### src/rtl/gauss_conv_engine.sv
// Gaussian convolution engine: snapshots a SIZE x SIZE kernel on start, MACs one
// window pixel per cycle, then emits a rounded, saturated 8-bit result.
module gauss_conv_engine #(
  parameter int unsigned SIZE       = 3,
  parameter int unsigned NORM_SHIFT = 8
) (
  input  logic                            clk,
  input  logic                            n_rst,
  input  logic [SIZE-1:0][SIZE-1:0][7:0]  kernel,
  input  logic                            start,
  input  logic                            abort,
  input  logic [7:0]                      pixel_in,
  input  logic                            pixel_valid,
  output logic                            pixel_ready,
  output logic [7:0]                      out_pixel,
  output logic                            out_valid,
  input  logic                            out_ready,
  output logic                            busy,
  output logic                            err
);

  localparam int unsigned ACC_W = 16 + $clog2(SIZE * SIZE);
  localparam int unsigned CNT_W = (SIZE > 1) ? $clog2(SIZE) : 1;
  localparam logic [CNT_W-1:0] LAST = CNT_W'(SIZE - 1);
  // Half an LSB of the shifted result; zero when no shift is applied.
  localparam logic [ACC_W:0] RND = ((ACC_W + 1)'(1) << NORM_SHIFT) >> 1;

  typedef enum logic [1:0] {IDLE, ACCUM, NORM, OUT} state_t;

  state_t                          state, state_nxt;
  logic [ACC_W-1:0]                acc, acc_nxt;
  logic [CNT_W-1:0]                col, col_nxt, row, row_nxt;
  logic [SIZE-1:0][SIZE-1:0][7:0]  snap, snap_nxt;
  logic [7:0]                      out_pixel_nxt;
  logic                            out_valid_nxt, pixel_ready_nxt, busy_nxt;
  logic [15:0]                     prod_c;
  logic [ACC_W:0]                  sum_c, shr_c;

  assign err = (SIZE % 2 == 0);

  assign prod_c = 16'(pixel_in) * 16'(snap[row][col]);
  assign sum_c  = {1'b0, acc} + RND;
  assign shr_c  = sum_c >> NORM_SHIFT;

  // State and datapath registers
  always_ff @(posedge clk or negedge n_rst) begin
    if (!n_rst) begin
      state       <= IDLE;
      acc         <= '0;
      col         <= '0;
      row         <= '0;
      snap        <= '0;
      out_pixel   <= '0;
      out_valid   <= 1'b0;
      pixel_ready <= 1'b0;
      busy        <= 1'b0;
    end else begin
      state       <= state_nxt;
      acc         <= acc_nxt;
      col         <= col_nxt;
      row         <= row_nxt;
      snap        <= snap_nxt;
      out_pixel   <= out_pixel_nxt;
      out_valid   <= out_valid_nxt;
      pixel_ready <= pixel_ready_nxt;
      busy        <= busy_nxt;
    end
  end

  // Next-state and datapath update; abort overrides everything
  always_comb begin
    state_nxt     = state;
    acc_nxt       = acc;
    col_nxt       = col;
    row_nxt       = row;
    snap_nxt      = snap;
    out_pixel_nxt = out_pixel;
    out_valid_nxt = out_valid;

    if (abort) begin
      state_nxt     = IDLE;
      acc_nxt       = '0;
      col_nxt       = '0;
      row_nxt       = '0;
      out_valid_nxt = 1'b0;
    end else begin
      case (state)
        IDLE: begin
          if (start && !err) begin
            snap_nxt  = kernel;
            acc_nxt   = '0;
            col_nxt   = '0;
            row_nxt   = '0;
            state_nxt = ACCUM;
          end
        end
        ACCUM: begin
          if (pixel_valid && pixel_ready) begin
            acc_nxt = acc + ACC_W'(prod_c);
            if (col == LAST) begin
              col_nxt = '0;
              if (row == LAST) begin
                row_nxt   = '0;
                state_nxt = NORM;
              end else begin
                row_nxt = row + CNT_W'(1);
              end
            end else begin
              col_nxt = col + CNT_W'(1);
            end
          end
        end
        NORM: begin
          out_pixel_nxt = (shr_c > (ACC_W + 1)'(255)) ? 8'hFF : shr_c[7:0];
          out_valid_nxt = 1'b1;
          state_nxt     = OUT;
        end
        OUT: begin
          if (out_ready) begin
            out_valid_nxt = 1'b0;
            acc_nxt       = '0;
            state_nxt     = ACCUM;
          end
        end
        default: state_nxt = IDLE;
      endcase
    end

    pixel_ready_nxt = (state_nxt == ACCUM);
    busy_nxt        = (state_nxt != IDLE);
  end

endmodule

### config.mk
export PLATFORM = sky130hd
export DESIGN_NAME = gauss_conv_engine
export DESIGN_NICKNAME = d
export VERILOG_FILES = /design/src/rtl/gauss_conv_engine.sv
export SDC_FILE = /design/constraint.sdc
export NUM_CORES = 1
export LEC_CHECK = 0
export BUFFER_PORTS_ARGS = -buffer_cell sky130_fd_sc_hd__buf_4
export CAP_MARGIN = 40
export CORE_MARGIN = 2
export CORE_UTILIZATION = 57
export DETAILED_ROUTE_END_ITERATION = 7
export HOLD_SLACK_MARGIN = 0.08
export PLACE_DENSITY = 0.85
export SLEW_MARGIN = 30
export SYNTH_ARGS = -nofsm -noshare
export SYNTH_HDL_FRONTEND = slang
export SYNTH_SLANG_ARGS = --single-unit
### constraint.sdc
create_clock -name clk -period 8.9 [get_ports clk]
set_clock_uncertainty 0.1 [all_clocks]
set_input_delay 0.445 -clock clk [delete_from_list [all_inputs] [get_ports clk]]
set_output_delay 0.445 -clock clk [all_outputs]
set_load 0.01 [all_outputs]
; ---- Word level (Yosys, flattened, before mapping)
; Cells that the tools add are included.
[op_classes]
addsub = 4
multipliers = 1
n_lt_le_gt_ge = 3
n_eq_ne = 10
muxes = 30
bitwise = 1
n_reduce_logical = 12
[ops]
columns = op, n
row1 = $mux W20, 4
row2 = $pmux W20 S3, 1
row3 = $bmux W24 S2, 1
row4 = $mux W2, 14
row5 = $mux W24, 1
row6 = $add A20 B8 Y21 const B, 1
row7 = $add A20 B16 Y20, 1
row8 = $bmux W8 S2, 1
row9 = $mul A8 B8 Y16, 1
row10 = $mux W8, 2
row11 = $gt A13 B8 Y1 const B, 1
row12 = $ne A3 B3 Y1 const B, 4
row13 = $eq A2 B2 Y1 const B, 4
row14 = $pmux W2 S2, 2
row15 = $pmux W2 S4, 1
row16 = $reduce_and A4 Y1, 2
row17 = $lt A2 B3 Y1 const B, 2
row18 = $reduce_and A3 Y1, 2
row19 = $reduce_bool A3 Y1, 2
row20 = $add A2 B1 Y2 const B, 2
row21 = $eq A2 B1 Y1 const B, 2
row22 = $reduce_and A2 Y1, 2
row23 = $reduce_bool A4 Y1, 1
row24 = $logic_not A2 Y1, 1
row25 = 5 further kinds, 6
[totals]
register_bits = 109
in_bits = 86
output_inout_bits = 12
wordCells = 78

; ---- Longest topological paths before layout
; Gate-level depths: netlist of run 1.
[depth]
ltp_word = 9
ltp_mapped = 25
depth_no_buf = 22

; ---- Worst setup path before layout of run 1
; OpenSTA, ideal clock, no wires.
[synth_timing]
kind = reg-to-reg
startpoint = register row[0]
endpoint = register acc[16]
setup_ns = 0.131
arrival_ns = 5.010
required_ns = 8.669
slack_ns = 3.659
path_stages_with_launch = 24
n_path_buf = 4
period_less_slack_ns = 5.241
cell_sequence = dfrtp_1 -> buf_6 -> nor2b_1 -> buf_2 -> buf_4 -> nand2_1 -> o211ai_1 -> o21ai_0 -> o22ai_2 -> and2_1 -> fa_1 -> fa_1 -> inv_1 -> fa_1 -> fa_1 -> inv_1 -> ha_1 -> buf_2 -> a21o_2 -> a31oi_1 -> o21ai_1 -> a31oi_2 -> nor4_1 -> or3_1
[synth_between]
elab_chain_len = 9
[synth_rtl]
columns = item, line_no
row1 = "start, declared", 32  ; logic [CNT_W-1:0] col, col_nxt, row, row_nxt;
row2 = "start signal, assigned", 61  ; row <= row_nxt;
row3 = $bmux W24 S2, 41  ; assign prod_c = 16'(pixel_in) * 16'(snap[row][col]);
row4 = $mux W24 (not written as such), 41
row5 = $bmux W8 S2, 41
row6 = $mux W8 (not written as such), 41
row7 = $mul A8 B8 Y16, 41
row8 = $add A20 B16 Y20, 99  ; acc_nxt = acc + ACC_W'(prod_c);
row9 = $mux W20, 98  ; if (pixel_valid && pixel_ready) begin
row10 = $pmux W20 S3, 87  ; case (state)
row11 = $mux W20, 80  ; if (abort) begin
row12 = "end signal, assigned", 59  ; acc <= acc_nxt;
row13 = "end, declared", 31  ; logic [ACC_W-1:0] acc, acc_nxt;
; Every way passes these cells. The select of a mux whose other input is x is not followed.
; A chain may end at the register's enable or synchronous reset.

; ---- Final worst setup path of run 1
; Ends and elaborated chain as after synthesis.

==> results.txt, run 1 <==
* Unrepaired setup endpoints after global routing: false
- Total length of routed met3 wires: 1090 um
- Seq/Total Area, Yosys: 0.3487
- # fillers: ~1,000
* Maximum clock frequency: 0.1649 GHz
- IR Drop Worst-Case VDD: between 0.00015 and 0.0002 V
- The most used flip-flop cell after synthesis is sky130_fd_sc_hd__dfrtp_1.
- In this run the number of H-tree levels came out at 3.
- Dividing the detail-routed wire length by the instance count gives 17.04 um.
* Number of setup violations in the final report: 0
* Worst path required time: 9.04 ns
- Router iterations before antenna repair: 4
* Total length of routed met2 wires: 8891 um
* Maximum number of pins on one net before global-route repair: between 70 and 80
- Across the run, the number of max-cap violations was 0.
- The run finished with clean final reports.
- Starting density of the core: 0.5860
- Including well taps, the total number of placed cells is ~1,000.
- Min Clock Period, post-route: about 6.1 ns
- Placeable core region: 13,350 um^2
* Drt first-iter violations: between 200 and 300
* Total global routing overflow: 0
- The number of antenna diodes in the final layout is 0.
* Site Rows: 42
- After the flow finishes, the layout carries non-filler instances totaling about 1,000.
- Number of buffers created by CTS: 9
- Once placement finished, the instance area stood at approximately 8600 um^2.
* Total nets after synthesis: roughly 940
- During I/O placement, the number of pins put on the boundary was 98.
- Power density normalized to cell area: between 200 and 300 nW/um^2
- The number of max-slew violations in the final report came to 0.
- Mean instance size in the synthesized netlist: 10.32 um^2
* Chip Width: roughly 120 um
- For this block, the via count after detailed routing is roughly 5,700.
- After synthesis, the cell types taking the most area are sky130_fd_sc_hd__dfrtp_1, sky130_fd_sc_hd__fa_1, sky130_fd_sc_hd__mux2_2.
* Worst hold-check path type: primary input to flop
* Signal arrival time at the worst endpoint: between 6 and 7 ns
- Headroom to the max-slew limit came out at 0.5013.
* Clock latency on the worst-skew pair: roughly 0.36 ns
- Post-DR vias/cell: 5.573
* Buffers on Ports: 96
* Final ANT Viol Nets: 0
- The detailed router put a total of about 7000 um of wire on met1.
* Final weighted congestion of routability-driven global placement: between 0.9 and 1
- By count the netlist is led by sky130_fd_sc_hd__dfrtp_1, sky130_fd_sc_hd__inv_1, sky130_fd_sc_hd__nand2_1, sky130_fd_sc_hd__mux2_2, sky130_fd_sc_hd__fa_1.
- Area of the mapped netlist: 7821 um^2
- After detailed routing, no signal wire sits above met4.
- After detailed routing, the number of remaining DRC violations is 0.
* Cell at the root of the clock tree: sky130_fd_sc_hd__clkbuf_16
- At the pin with the least slew margin, the transition time is about 0.75 ns.
* Proportion of synthesized flip-flops having asynchronous set or reset: 1.000
- sky130_fd_sc_hd__dfrtp_1 takes more of the synthesized area than any other cell.
* Area of the die: approximately 15,000 um^2
- During synthesis, Yosys emitted a total of 0 warnings.
- Post-synthesis instance total: about 760
- Clock transition at the registers of the reported paths: approximately 0.07 ns
* Detailed Route WL: around 17,000 um
- Maximum count of clock buffers along a single path: 2
- The number of hold buffers added after CTS was 1.
- Finished layout cell area: slightly below 9000 um^2
- Final hold violations: 0
- Share of layout cells above drive strength 1: 0.2388
- Number of synthesized register bits: between 100 and 150
* Unique cell type count in the Yosys netlist: around 60
* Summed negative setup slack over all endpoints: 0 ns
- Yosys instantiated no cell more often than sky130_fd_sc_hd__dfrtp_1.
* Cts repair resizes: 0
- For this run, the total global-route usage over all layers was measured as 0.2503.
* Peak fanout along the critical path: 28
- Area added between synthesis and finish: 13.93%
- Total power draw: 2.370 mW
- Count of flip-flops with a built-in enable after synthesis: 0
- Startpoint types: flop
- The die is between 100 and 150 um tall.
- Final HPWL DP: ~13,000 um
- After the last flow step, the layout net total stands at around 1,000.
* Nature of the critical path endpoint: flop
- Static power due to leakage: 4.202 nW
- Number of antenna violations at the first check in global routing: 0
- TritonCTS built the clock tree.
- The share of synthesized area in the top cell type comes to 0.3487.
* First-pass GRT wire length: approximately 29,000 um
* Worst hold margin: 0.2030 ns
- Vias in the first global route: around 6,100
- Setup Crit Path Kind: flop to flop
- Of the available clock period, the critical path in the final layout requires 0.6815.
- Clock tree synthesis found a total of 109 sinks.
- Post-CTS timing repair inserted 0 buffers for setup.
==> area by class of cell <==
| cell class | count | area [um^2] | share of cell area |
|---|---|---|---|
| Clock buffer | 11 | 232.7 | 0.02612 |
| Clock inverter | 4 | 32.53 | 0.003651 |
| Inverter | 100 | 375.4 | 0.04212 |
| Multi-Input combinational cell | 517 | 4492 | 0.5041 |
| Sequential cell | 109 | 2728 | 0.3061 |
| Tap cell | 176 | 220.2 | 0.02471 |
| Timing Repair Buffer | 105 | 830.8 | 0.09323 |
==> path summary, 6_finish.rpt <==
kind / start / to / slack [ns] / cells past startpoint
max in group asynchronous: n_rst / snap[34] / 7.13 / 4
hold / removal: kernel[50] / snap[50] / 0.20 / 2
hold reg to reg: acc[14] / acc[14] / 0.38 / 2
min in group asynchronous: n_rst / acc[13] / 0.46 / 2
setup / recovery: row[0] / acc[16] / 2.84 / 21
setup reg to reg: row[0] / acc[16] / 2.84 / 21
==> through the flow <==
step / setup WS, ns / utilization
2_1_floorplan: 3.659 / -
3_3_place_gp: 2.796 / 0.6417
3_5_place_dp: 2.586 / 0.6441
4_1_cts: 2.585 / 0.6647
5_1_grt: 2.477 / 0.6676
6_report: 2.835 / 0.6676
==> flip-flops by register name (all words and copies together) (netlist names) <==
| register | flops |
|---|---|
| acc | 20 |
| busy | 1 |
| col | 2 |
| out_pixel | 8 |
| out_valid | 1 |
| pixel_ready | 1 |
| row | 2 |
| snap | 72 |
| state | 2 |
==> report_power, final <==
group | switching, mW | leakage [nW] | internal (mW)
Combinational | 0.799 | 2.72 | 0.572
Clock | 0.184 | 0.128 | 0.191
Sequential | 0.0521 | 1.36 | 0.572
==> cell families (layout without fill, tap and decap cells) <==
logic type                 Yosys count  after routing  synth area share
AOI/OAI and AO/OA                  116            116            0.1009
xor gates and xnor gates            17             17           0.01904
adders and majority gates           92             92            0.1952
buffers and inverters              132            220           0.07695
DFF                                109            109            0.3487
muxes                               97             97            0.1357
other                                1              1         0.0004795
and+or+nand+nor                    194            194            0.1230
==> cell usage in the layout (no fill, tap or decap), types with 3 or more instances in the layout <==
master                      synthesis  layout
sky130_fd_sc_hd__nand2_1           80      80
sky130_fd_sc_hd__o21ai_0           31      31
sky130_fd_sc_hd__and3_1             4       4
sky130_fd_sc_hd__dfrtp_1          109     109
sky130_fd_sc_hd__a21oi_2            3       3
sky130_fd_sc_hd__nor3_1             5       5
sky130_fd_sc_hd__mux2_2            65      65
sky130_fd_sc_hd__buf_4              6     100
sky130_fd_sc_hd__o31ai_1            5       5
sky130_fd_sc_hd__a21o_1             7       7
sky130_fd_sc_hd__o211ai_1           9       9
sky130_fd_sc_hd__nor2_1            28      28
sky130_fd_sc_hd__clkbuf_16          0       9
sky130_fd_sc_hd__nor2b_1            3       3
sky130_fd_sc_hd__xor2_1             7       7
sky130_fd_sc_hd__o22ai_2            7       7
sky130_fd_sc_hd__nand3_1            6       6
sky130_fd_sc_hd__ha_1              42      42
sky130_fd_sc_hd__fa_1              50      50
sky130_fd_sc_hd__inv_1            100     100
sky130_fd_sc_hd__o21ai_1            3       3
sky130_fd_sc_hd__nand4_1            8       8
sky130_fd_sc_hd__and2_1            42      42
sky130_fd_sc_hd__mux2i_1           25      25
sky130_fd_sc_hd__mux2_1             7       7
sky130_fd_sc_hd__nand2b_1           7       7
sky130_fd_sc_hd__a21oi_1           30      30
sky130_fd_sc_hd__xnor2_1           10      10
==> metal layers <==
| metal | up-vias | global-route usage |
|---|---|---|
| met2 | 178 | 0.4431 |
| met4 | 0 | 0.08621 |
| met1 | 2801 | 0.2914 |
| met3 | 39 | 0.06955 |
| met5 | - | 0 |
| li1 | 2678 | - |
==> worst max-delay path: stages (launching register included) <==
cell	delay, ns
sky130_fd_sc_hd__dfrtp_1	0.37
sky130_fd_sc_hd__buf_4	0.27
sky130_fd_sc_hd__nor2b_1	0.30
sky130_fd_sc_hd__buf_4	0.29
sky130_fd_sc_hd__nand2_1	0.09
sky130_fd_sc_hd__o211ai_1	0.10
sky130_fd_sc_hd__o21ai_0	0.13
sky130_fd_sc_hd__o22ai_2	0.36
sky130_fd_sc_hd__and2_1	0.21
sky130_fd_sc_hd__fa_1	0.45
sky130_fd_sc_hd__fa_1	0.55
sky130_fd_sc_hd__inv_1	0.05
sky130_fd_sc_hd__fa_1	0.50
sky130_fd_sc_hd__fa_1	0.55
sky130_fd_sc_hd__inv_1	0.04
sky130_fd_sc_hd__ha_1	0.39
sky130_fd_sc_hd__a21o_2	0.24
sky130_fd_sc_hd__a31oi_1	0.14
sky130_fd_sc_hd__o21ai_1	0.10
sky130_fd_sc_hd__a31oi_2	0.30
sky130_fd_sc_hd__nor4_1	0.08
sky130_fd_sc_hd__or3_1	0.30
Note: power is estimated with default switching activity, not from simulation.
==> inputs of run 2 (changes only) <==
--- a/config.mk
+++ b/config.mk
@@ -5,13 +5,14 @@
 export SDC_FILE = /design/constraint.sdc
 export NUM_CORES = 1
 export LEC_CHECK = 0
+export ABC_AREA = 1
 export BUFFER_PORTS_ARGS = -buffer_cell sky130_fd_sc_hd__buf_4
 export CAP_MARGIN = 40
 export CORE_MARGIN = 2
-export CORE_UTILIZATION = 57
+export CORE_UTILIZATION = 54
 export DETAILED_ROUTE_END_ITERATION = 7
 export HOLD_SLACK_MARGIN = 0.08
-export PLACE_DENSITY = 0.85
+export PLACE_DENSITY = 0.84
 export SLEW_MARGIN = 30
 export SYNTH_ARGS = -nofsm -noshare
 export SYNTH_HDL_FRONTEND = slang
==> constraint.sdc (replaced) <==
create_clock -name clk -period 5.3 [get_ports clk]
set_clock_uncertainty 0.1 [all_clocks]
set_input_delay 0.265 -clock clk [delete_from_list [all_inputs] [get_ports clk]]
set_output_delay 0.265 -clock clk [all_outputs]
set_load 0.01 [all_outputs]
==> run 2 against run 1 <==
Compared with the run above:
- register-to-register slack worse by 2.7 ns
- non-clock buffer count grew 74
- die area increased by 10%
- fmax increased by 18%
- via count rose by 32%
- final cell count up 34%
- hold slack better by 0.017 ns
- area after synthesis increased by 4.9%
==> results.txt, run 2 <==
- The flow ran to the end, and the final reports show no timing, DRC or antenna violations.
* Slew at the pin closest to its max-slew limit: between 0.6 and 0.7 ns
- For this run, the leading register cell type out of synthesis is sky130_fd_sc_hd__dfrtp_1.
* Detailed Route WL: ~25,000 um
- After clock tree synthesis, the clock-pin slew on the worst setup and hold paths is about 0.080 ns.
- Based on the critical path, the design can be clocked at up to 0.1942 GHz.
- The number of max-slew violations in the final report was 0.
- Starting density of the core: 0.5460
* Hold Crit Endpoint: out_valid
- IR Drop Worst-Case VDD: 0.0004254 V
- Placeable core region: 15,030 um^2
* NumNets Final: 1,357
- The later pin in the worst-skew pair is clocked with a latency of roughly 0.37 ns.
* Internal cell power: approximately 2.6 mW
- Post-CTS Setup Bufs: 0
* Final hold violations: 0
* Die boundary height: 127.3 um
- Number of setup violations in the final report: 0
- Chip Width: roughly 130 um
- Across all hold checks on the routed design, the worst slack comes to between 0.2 and 0.25 ns.
- A synthesized cell averages 8.095 um^2.
* Largest register FFs: 72
- The number of clock buffers added by TritonCTS is 9.
* Number of cells traversed by the worst register-to-register path: 25
- Number of synthesized register bits: about 110
- # fillers: 997
- Clock H-tree levels: 3
* Relative max-transition margin: 0.5622
* Router iterations before antenna repair: 7
* Area of the mapped netlist: 8208 um^2
- The tool flagged a number of max-cap violations equal to 0.
- Total nets after synthesis: approximately 1,200
* Worst hold-check path type: primary input to flop
* Peak fanout along the critical path: 25
* Register bank with the most flops: snap
- Static power due to leakage: 5.614 nW
- Of all cell types, the one taking the most synthesized area is sky130_fd_sc_hd__dfrtp_1.
- The library cells used most frequently in the layout, excluding fill and tap cells, are sky130_fd_sc_hd__nand2_1, sky130_fd_sc_hd__inv_1, sky130_fd_sc_hd__dfrtp_1.
- Worst path required time: around 5.5 ns
- Top area cells in the synthesized netlist: sky130_fd_sc_hd__dfrtp_1, sky130_fd_sc_hd__nand2_1, sky130_fd_sc_hd__fa_1
* Unrepaired setup endpoints after global routing: true
- Power density normalized to cell area: 492.7 nW/um^2
* Count of flip-flops with a built-in enable after synthesis: 0
* Maximum number of pins on one net before global-route repair: 68
- The worst path needs between 5 and 6 ns of the cycle, external delays included.
- In this run, distinct cell masters in the synthesized netlist total 32.
- Counting every sink on the clock net gives between 100 and 150.
- Across all layers, the routed design uses 7,515 vias.
* Switching power summed over all nets: 2.493 mW
* Startpoint types: flop
- Cell at the root of the clock tree: sky130_fd_sc_hd__clkbuf_16
- Crit. Startpoint: row[1]
- The via count of the first global-routing pass was 7,868.
- Of the total power, the share spent switching nets is 0.4937.
- Yosys warns: 0
- Number of placed I/O pins: a little under 100
- The largest registers in the layout are snap: 72 flops, acc: 20 flops, out_pixel: 8 flops.
* Final weighted congestion of routability-driven global placement: roughly 0.95
- Area of the die: about 16,000 um^2
- Drt first-iter violations: between 600 and 700
- Share of layout cells above drive strength 1: 0.1959
- The number of antenna violations at the first check in global routing is 2.
- Beginning of the worst register-to-register path: row[1]
- Average routed wire per standard cell: approximately 18 um
* HP Start: out_ready
- Post-DR vias/cell: around 5.5
- Total global routing overflow: 0
- Seq/Total Area, Yosys: 0.3323
* Final ANT Viol Nets: 0
* Top-area cell type share of the netlist area: 0.3323
* Signal arrival time at the worst endpoint: roughly 5.3 ns
* Share of the clock period used by the worst path after layout: 0.9718
- Combined global-route utilization of all metal layers: 0.3141
- Site Rows: 45
* Buffers on Ports: 96
- Of the total power, combinational logic draws 0.643.
- Relative to the synthesized area, the layout overhead comes to 24.85%.
- In this run the deepest clock path goes through 2 buffers.
- TritonCTS clock tree: yes
- Counting instances, the worst hold path has a depth of 4.
- The endpoint identified for the worst register-to-register timing path is acc[17].
* Post-synthesis instance total: a little over 1,000
* Most frequent cell after synthesis: sky130_fd_sc_hd__nand2_1
- In this run the register-to-register setup slack is around 0.15 ns.
* Share of the core filled with cells in the final layout: 0.6816
* Fraction of power consumed by the clock network: 0.139
- The library cell used most frequently in the layout, excluding fill and tap cells, is sky130_fd_sc_hd__nand2_1.
- Of all flip-flops after synthesis, the portion carrying an async set or reset was 1.000.
- Nature of the critical path endpoint: flop
- Setup Crit Path Kind: flop to flop
- First-pass GRT wire length: 39,680 um
* Part of the total power dissipated in sequential elements: 0.218
* Most frequent cells after synthesis: sky130_fd_sc_hd__nand2_1, sky130_fd_sc_hd__inv_1, sky130_fd_sc_hd__dfrtp_1, sky130_fd_sc_hd__mux2_2, sky130_fd_sc_hd__nand3_1
* Final HPWL DP: around 15,000 um
- DRC viols: 0
-- run 2: layout make-up --
type,instances,area [um^2],area share
Sequential cell,109,2730,0.2664
Tap cell,188,235.2,0.02295
Timing Repair Buffer,179,1599,0.1560
Antenna cell,2,5.005,0.0004884
Inverter,216,810.8,0.07912
Clock inverter,6,62.56,0.006105
Clock buffer,10,229.0,0.02234
Multi-Input combinational cell,664,4576,0.4465
-- run 2: worst max-delay path: stages (launching register included) --
cell and delay [ns]:
sky130_fd_sc_hd__dfrtp_2 0.46, sky130_fd_sc_hd__inv_1 0.12, sky130_fd_sc_hd__nor2_4 0.05, sky130_fd_sc_hd__buf_12 0.15, sky130_fd_sc_hd__nand2_1 0.14, sky130_fd_sc_hd__nand3_1 0.17, sky130_fd_sc_hd__nand2_1 0.16, sky130_fd_sc_hd__nand3_4 0.14
sky130_fd_sc_hd__nand2_1 0.09, sky130_fd_sc_hd__inv_1 0.05, sky130_fd_sc_hd__fa_1 0.49, sky130_fd_sc_hd__fa_1 0.52, sky130_fd_sc_hd__fa_1 0.55, sky130_fd_sc_hd__inv_1 0.05, sky130_fd_sc_hd__fa_1 0.52, sky130_fd_sc_hd__inv_1 0.05
sky130_fd_sc_hd__ha_1 0.38, sky130_fd_sc_hd__nand2_1 0.10, sky130_fd_sc_hd__inv_1 0.10, sky130_fd_sc_hd__nand2_1 0.11, sky130_fd_sc_hd__nor3_2 0.18, sky130_fd_sc_hd__nand2_1 0.10, sky130_fd_sc_hd__nand2_1 0.07, sky130_fd_sc_hd__nand2_1 0.04
sky130_fd_sc_hd__nand3_1 0.06, sky130_fd_sc_hd__nand2_1 0.05
-- run 2: kinds of logic (layout without fill, tap and decap cells) --
logic type | Yosys count | after routing | synth area share
compound gates | 37 | 37 | 0.02500
xor+xnor | 5 | 5 | 0.005336
fa+ha+maj | 92 | 92 | 0.1860
buf+inv | 241 | 411 | 0.1151
flops | 109 | 109 | 0.3323
mux | 72 | 72 | 0.09878
other cells | 1 | 3 | 0.0004569
simple gates | 457 | 457 | 0.2370
-- run 2: layer usage --
layer	vias to the layer above	track usage	part of all wire
li1	3405	-	-
met1	3552	0.3733	0.36
met3	116	0.06323	0.085
met2	442	0.5379	0.50
met5	-	0	0
met4	0	0.1694	0.054
-- run 2: power groups by stage --
| stage | Clock [mW] | Sequential [mW] | Combinational, mW |
|---|---|---|---|
| floorplan | 0 | 1.06 | 2.37 |
| global placement | 0 | 1.09 | 2.94 |
| detailed placement | 0 | 1.10 | 3.04 |
| CTS | 0.684 | 1.08 | 3.14 |
| global route | 0.728 | 1.11 | 3.72 |
| finish | 0.699 | 1.10 | 3.25 |
-- run 2: worst max-delay path by stage --
stage	endpoint	slack, ns	cells past startpoint
3_5_place_dp	acc[15]	0.36	24
4_1_cts	acc[17]	0.26	25
2_1_floorplan	acc[18]	0.69	24
5_1_grt	acc[16]	-0.01	24
3_3_place_gp	acc[19]	0.46	24
6_report	acc[17]	0.15	25
-- run 2: repair_timing --
item,CTS,global route
endpoints found under the hold margin,115,0
resized for setup,0,10
hold buffers,74,0
endpoints found under the setup margin,0,12
-- run 2: per-stage QoR --
step / area (um^2) / power (mW) / cells / TNS, ns / setup slack (ns)
finish: 10250 / 5.049 / 1374 / 0 / 0.1493
global route: 10250 / 5.562 / 1374 / -0.02083 / -0.01084
CTS: 10170 / 4.906 / 1371 / 0 / 0.2616
detailed placement: 9140 / 4.137 / 1281 / 0 / 0.3612
global placement: 9120 / 4.029 / 1280 / 0 / 0.4567
floorplan: 8208 / 3.428 / 1014 / 0 / 0.6921
==> inputs of run 3 (changes only) <==
--- a/config.mk
+++ b/config.mk
@@ -12,7 +12,7 @@
 export CORE_UTILIZATION = 54
 export DETAILED_ROUTE_END_ITERATION = 7
 export HOLD_SLACK_MARGIN = 0.08
-export PLACE_DENSITY = 0.84
+export PLACE_DENSITY = 0.78
 export SLEW_MARGIN = 30
 export SYNTH_ARGS = -nofsm -noshare
 export SYNTH_HDL_FRONTEND = slang
==> constraint.sdc (replaced) <==
create_clock -name clk -period 5.3 [get_ports clk]
set_clock_uncertainty 0.1 [all_clocks]
set_input_delay 0 -clock clk [delete_from_list [all_inputs] [get_ports clk]]
set_output_delay 0 -clock clk [all_outputs]
set_load 0.01 [all_outputs]
==> run 3 against run 2 <==
Compared with the run above:
- sequential share of layout area down 0.32 points
- die area unchanged
- non-clock buffer count up 11
- core utilization up 0.79 points
- fmax up 2.4%
- hold slack worse by 0.12 ns
==> results.txt, run 3 (synthesized netlist as in run 2, its figures left out) <==
- Cell seen most often among critical-path stages: sky130_fd_sc_hd__nand2_1
- In the final design database the tool counted approximately 1,400 nets.
- Counting flops per register, the top entry is snap.
- Maximum clock frequency: ~0.20 GHz
* Number of violations of the max-capacitance limit: 0
- The first global-routing pass estimated ~37,000 um of wire.
- Setup violations remaining at the end of the flow were counted as 0.
* HP Start: pixel_valid
- # fillers: 1,070
- VDD sags by at most around 0.00036 V.
* Static power due to leakage: 5.667 nW
- The register with the most flip-flops in the layout has a little over 70 of them.
- Final instance count without filler cells: between 1,000 and 1,500
* Chip Width: about 130 um
* TritonCTS clock tree: yes
* Drt first-iter violations: 632
- Measured against its own limit, the worst slew margin works out to 0.5816.
- After layout, the minimum clock period comes to 5.032 ns.
- Relative to the synthesized area, the layout overhead comes to 26.30%.
* Total global routing overflow: 0
- Setup Crit Path Kind: flop to flop
- Footprint of the multi-input gates: between 4000 and 5000 um^2
- Combined global-route utilization of all metal layers: 0.2895
- The number of max-slew violations in the final report came to 0.
- For this run, design rule violations remaining after detail routing come to 0.
- Number of antenna violations at the first check in global routing: 0
- Buffering stage count on the worst path with inverters included: 4
- Detailed placement ended at an HPWL of around 15,000 um.
* Status: finished clean
- The initial utilization of the core area, before any placement, comes to 0.5460.
- Average routed wire per standard cell: approximately 16 um
- Peak fanout along the critical path: 10
* Summed negative setup slack over all endpoints: 0 ns
- The later pin in the worst-skew pair is clocked with a latency of 0.37 ns.
- The cell sitting at the root of the clock tree is a sky130_fd_sc_hd__clkbuf_16.
- Number of placed I/O pins: just under 100
- For the pin with the worst max-slew slack, the measured transition is between 0.6 and 0.7 ns.
* Worst path required time: 5.45 ns
- Placed Cells incl. Taps: roughly 1,300
- Unrepaired setup endpoints after global routing: false
- Beginning of the worst register-to-register path: row[0]
- Post-place setup slack: 0.2215 ns
- Site Rows: 45
* Detailed Route WL: 22,790 um
- Setup slack on the worst reg-to-reg path comes out at 0.27 ns.
- Across all layers, the routed design uses between 7,000 and 8,000 vias.
- The floorplan step set the die height to roughly 130 um.
- Port buffering added 96 buffers.
- Measured in cells, the most critical reg-to-reg path has a length of 22.
- Total clock sinks: around 110
- Routability-driven placement finished with a final weighted congestion of between 0.9 and 1.
- Router iterations before antenna repair: 5
* Nature of the critical path endpoint: flop
* Final hold violations: 0
- Worst Hold Path Cells: 6
* Share of the clock period used by the worst path after layout: 0.9495
* Largest registers: snap: 72 flops, acc: 20 flops, out_pixel: 8 flops
* Power density normalized to cell area: about 480 nW/um^2
- Share of layout cells above drive strength 1: 0.1997
- Post-DR vias/cell: 5.286
- The worst setup path is launched from a flop.
* Signal arrival time at the worst endpoint: 5.18 ns
- Worst hold-check path type: primary input to flop
- Final setup slack of the worst path: between 0.2 and 0.3 ns
* Clock H-tree levels: 3
* Most used cells in the layout excluding fill and tap cells: sky130_fd_sc_hd__nand2_1, sky130_fd_sc_hd__inv_1, sky130_fd_sc_hd__dfrtp_1
- Leading cell type in the layout, fill and taps excluded: sky130_fd_sc_hd__nand2_1
- Max stage delay cell, worst path: sky130_fd_sc_hd__fa_1
* Total power draw: 5.003 mW
- The sequential cells in the finished layout cover a total of between 2000 and 3000 um^2.
* Number of buffers created by CTS: 9
* Longest individual stage delay on the worst path: around 0.56 ns
- Area of the die: 16,200 um^2
- Walking the worst path, the cells encountered are buf_4 > nor2_4 > nand2_1 > nand3_1 > nand2_1 > nand3_4 > nand2_1 > inv_1 > fa_1 > fa_1 > inv_1 > fa_1 > fa_1 > inv_1 > ha_1 > nand2_1 > nor2_1 > nand3_1 > nand3_1 > nand2_1 > nand2_1 > o21ai_1.
- Hold Crit Endpoint: state[0]
- Clock-pin slew was measured on the worst setup and hold paths at 0.08 ns.
- Kind of cell with the highest combined delay on the critical path: adder cells
- Maximum number of pins on one net before global-route repair: between 40 and 50
- In this run the deepest clock path goes through 2 buffers.
- The worst register-to-register path ends at acc[12].
* Final ANT Viol Nets: 0
* Placeable core region: ~15,000 um^2
* Vias in the first global route: around 7,500
-- run 3: cell types whose count changed in the layout (fill, tap and decap cells not counted), sizes merged --
cell,change
clkinv,+1
clkbuf,-1
dlygate4sd3,+6
nor2,+2
buf,+5
diode,-1
-- run 3: worst max-delay path by stage --
stage	from	to	slack [ns]	cells past startpoint
floorplan	row[1]	acc[18]	0.69	24
global placement	row[1]	acc[19]	0.32	24
detailed placement	row[1]	acc[19]	0.22	24
CTS	row[1]	acc[15]	0.19	24
global route	row[0]	acc[16]	0.01	23
finish	row[0]	acc[12]	0.27	22
-- run 3: layout make-up --
cell class | instances | share of cell area
Timing Repair Buffer | 190 | 0.1604
Antenna cell | 1 | 0.0002414
Sequential cell | 109 | 0.2632
Inverter | 216 | 0.07845
Clock buffer | 9 | 0.02173
Clock inverter | 7 | 0.008208
Tap cell | 188 | 0.02269
Multi-Input combinational cell | 666 | 0.4450
-- run 3: metal layers --
layer / track usage / wire length, um
met2: 0.5083 / 11450
met5: 0 / 0
met4: 0.1047 / 756
met1: 0.3676 / 9339
met3: 0.03894 / 1243
-- run 3: repair_timing --
item                                    4_1_cts  5_1_grt
hold endpoints to repair                    119        0
gates resized for setup                       0       12
endpoints found under the setup margin        0       12
buffers inserted                              0        2
hold buffers                                 80        0
-- run 3: power breakdown --
part | switching, mW | internal (mW)
clock | 0.381 | 0.341
combinational | 1.92 | 1.27
sequential | 0.108 | 0.982
total | 2.41 | 2.59
-- run 3: worst register-to-register path: cells and delay by family, from the launching register on --
kind / cells / cell delay, ns
AOI/OAI and AO/OA: 1 / 0.06
and+or+nand+nor: 12 / 1.54
DFF: 1 / 0.46
buffers and inverters: 4 / 0.34
adders and majority gates: 5 / 2.41
-- run 3: stage by stage --
stage | hold WS (ns) | area (um^2) | util
6_report | 0.09870 | 10370 | 0.6896
5_1_grt | 0.1575 | 10360 | 0.6894
4_1_cts | 0.09963 | 10260 | 0.6826
3_5_place_dp | -0.08036 | 9150 | 0.6087
3_3_place_gp | -0.08139 | 9110 | 0.6060
2_1_floorplan | -0.3956 | 8208 | -
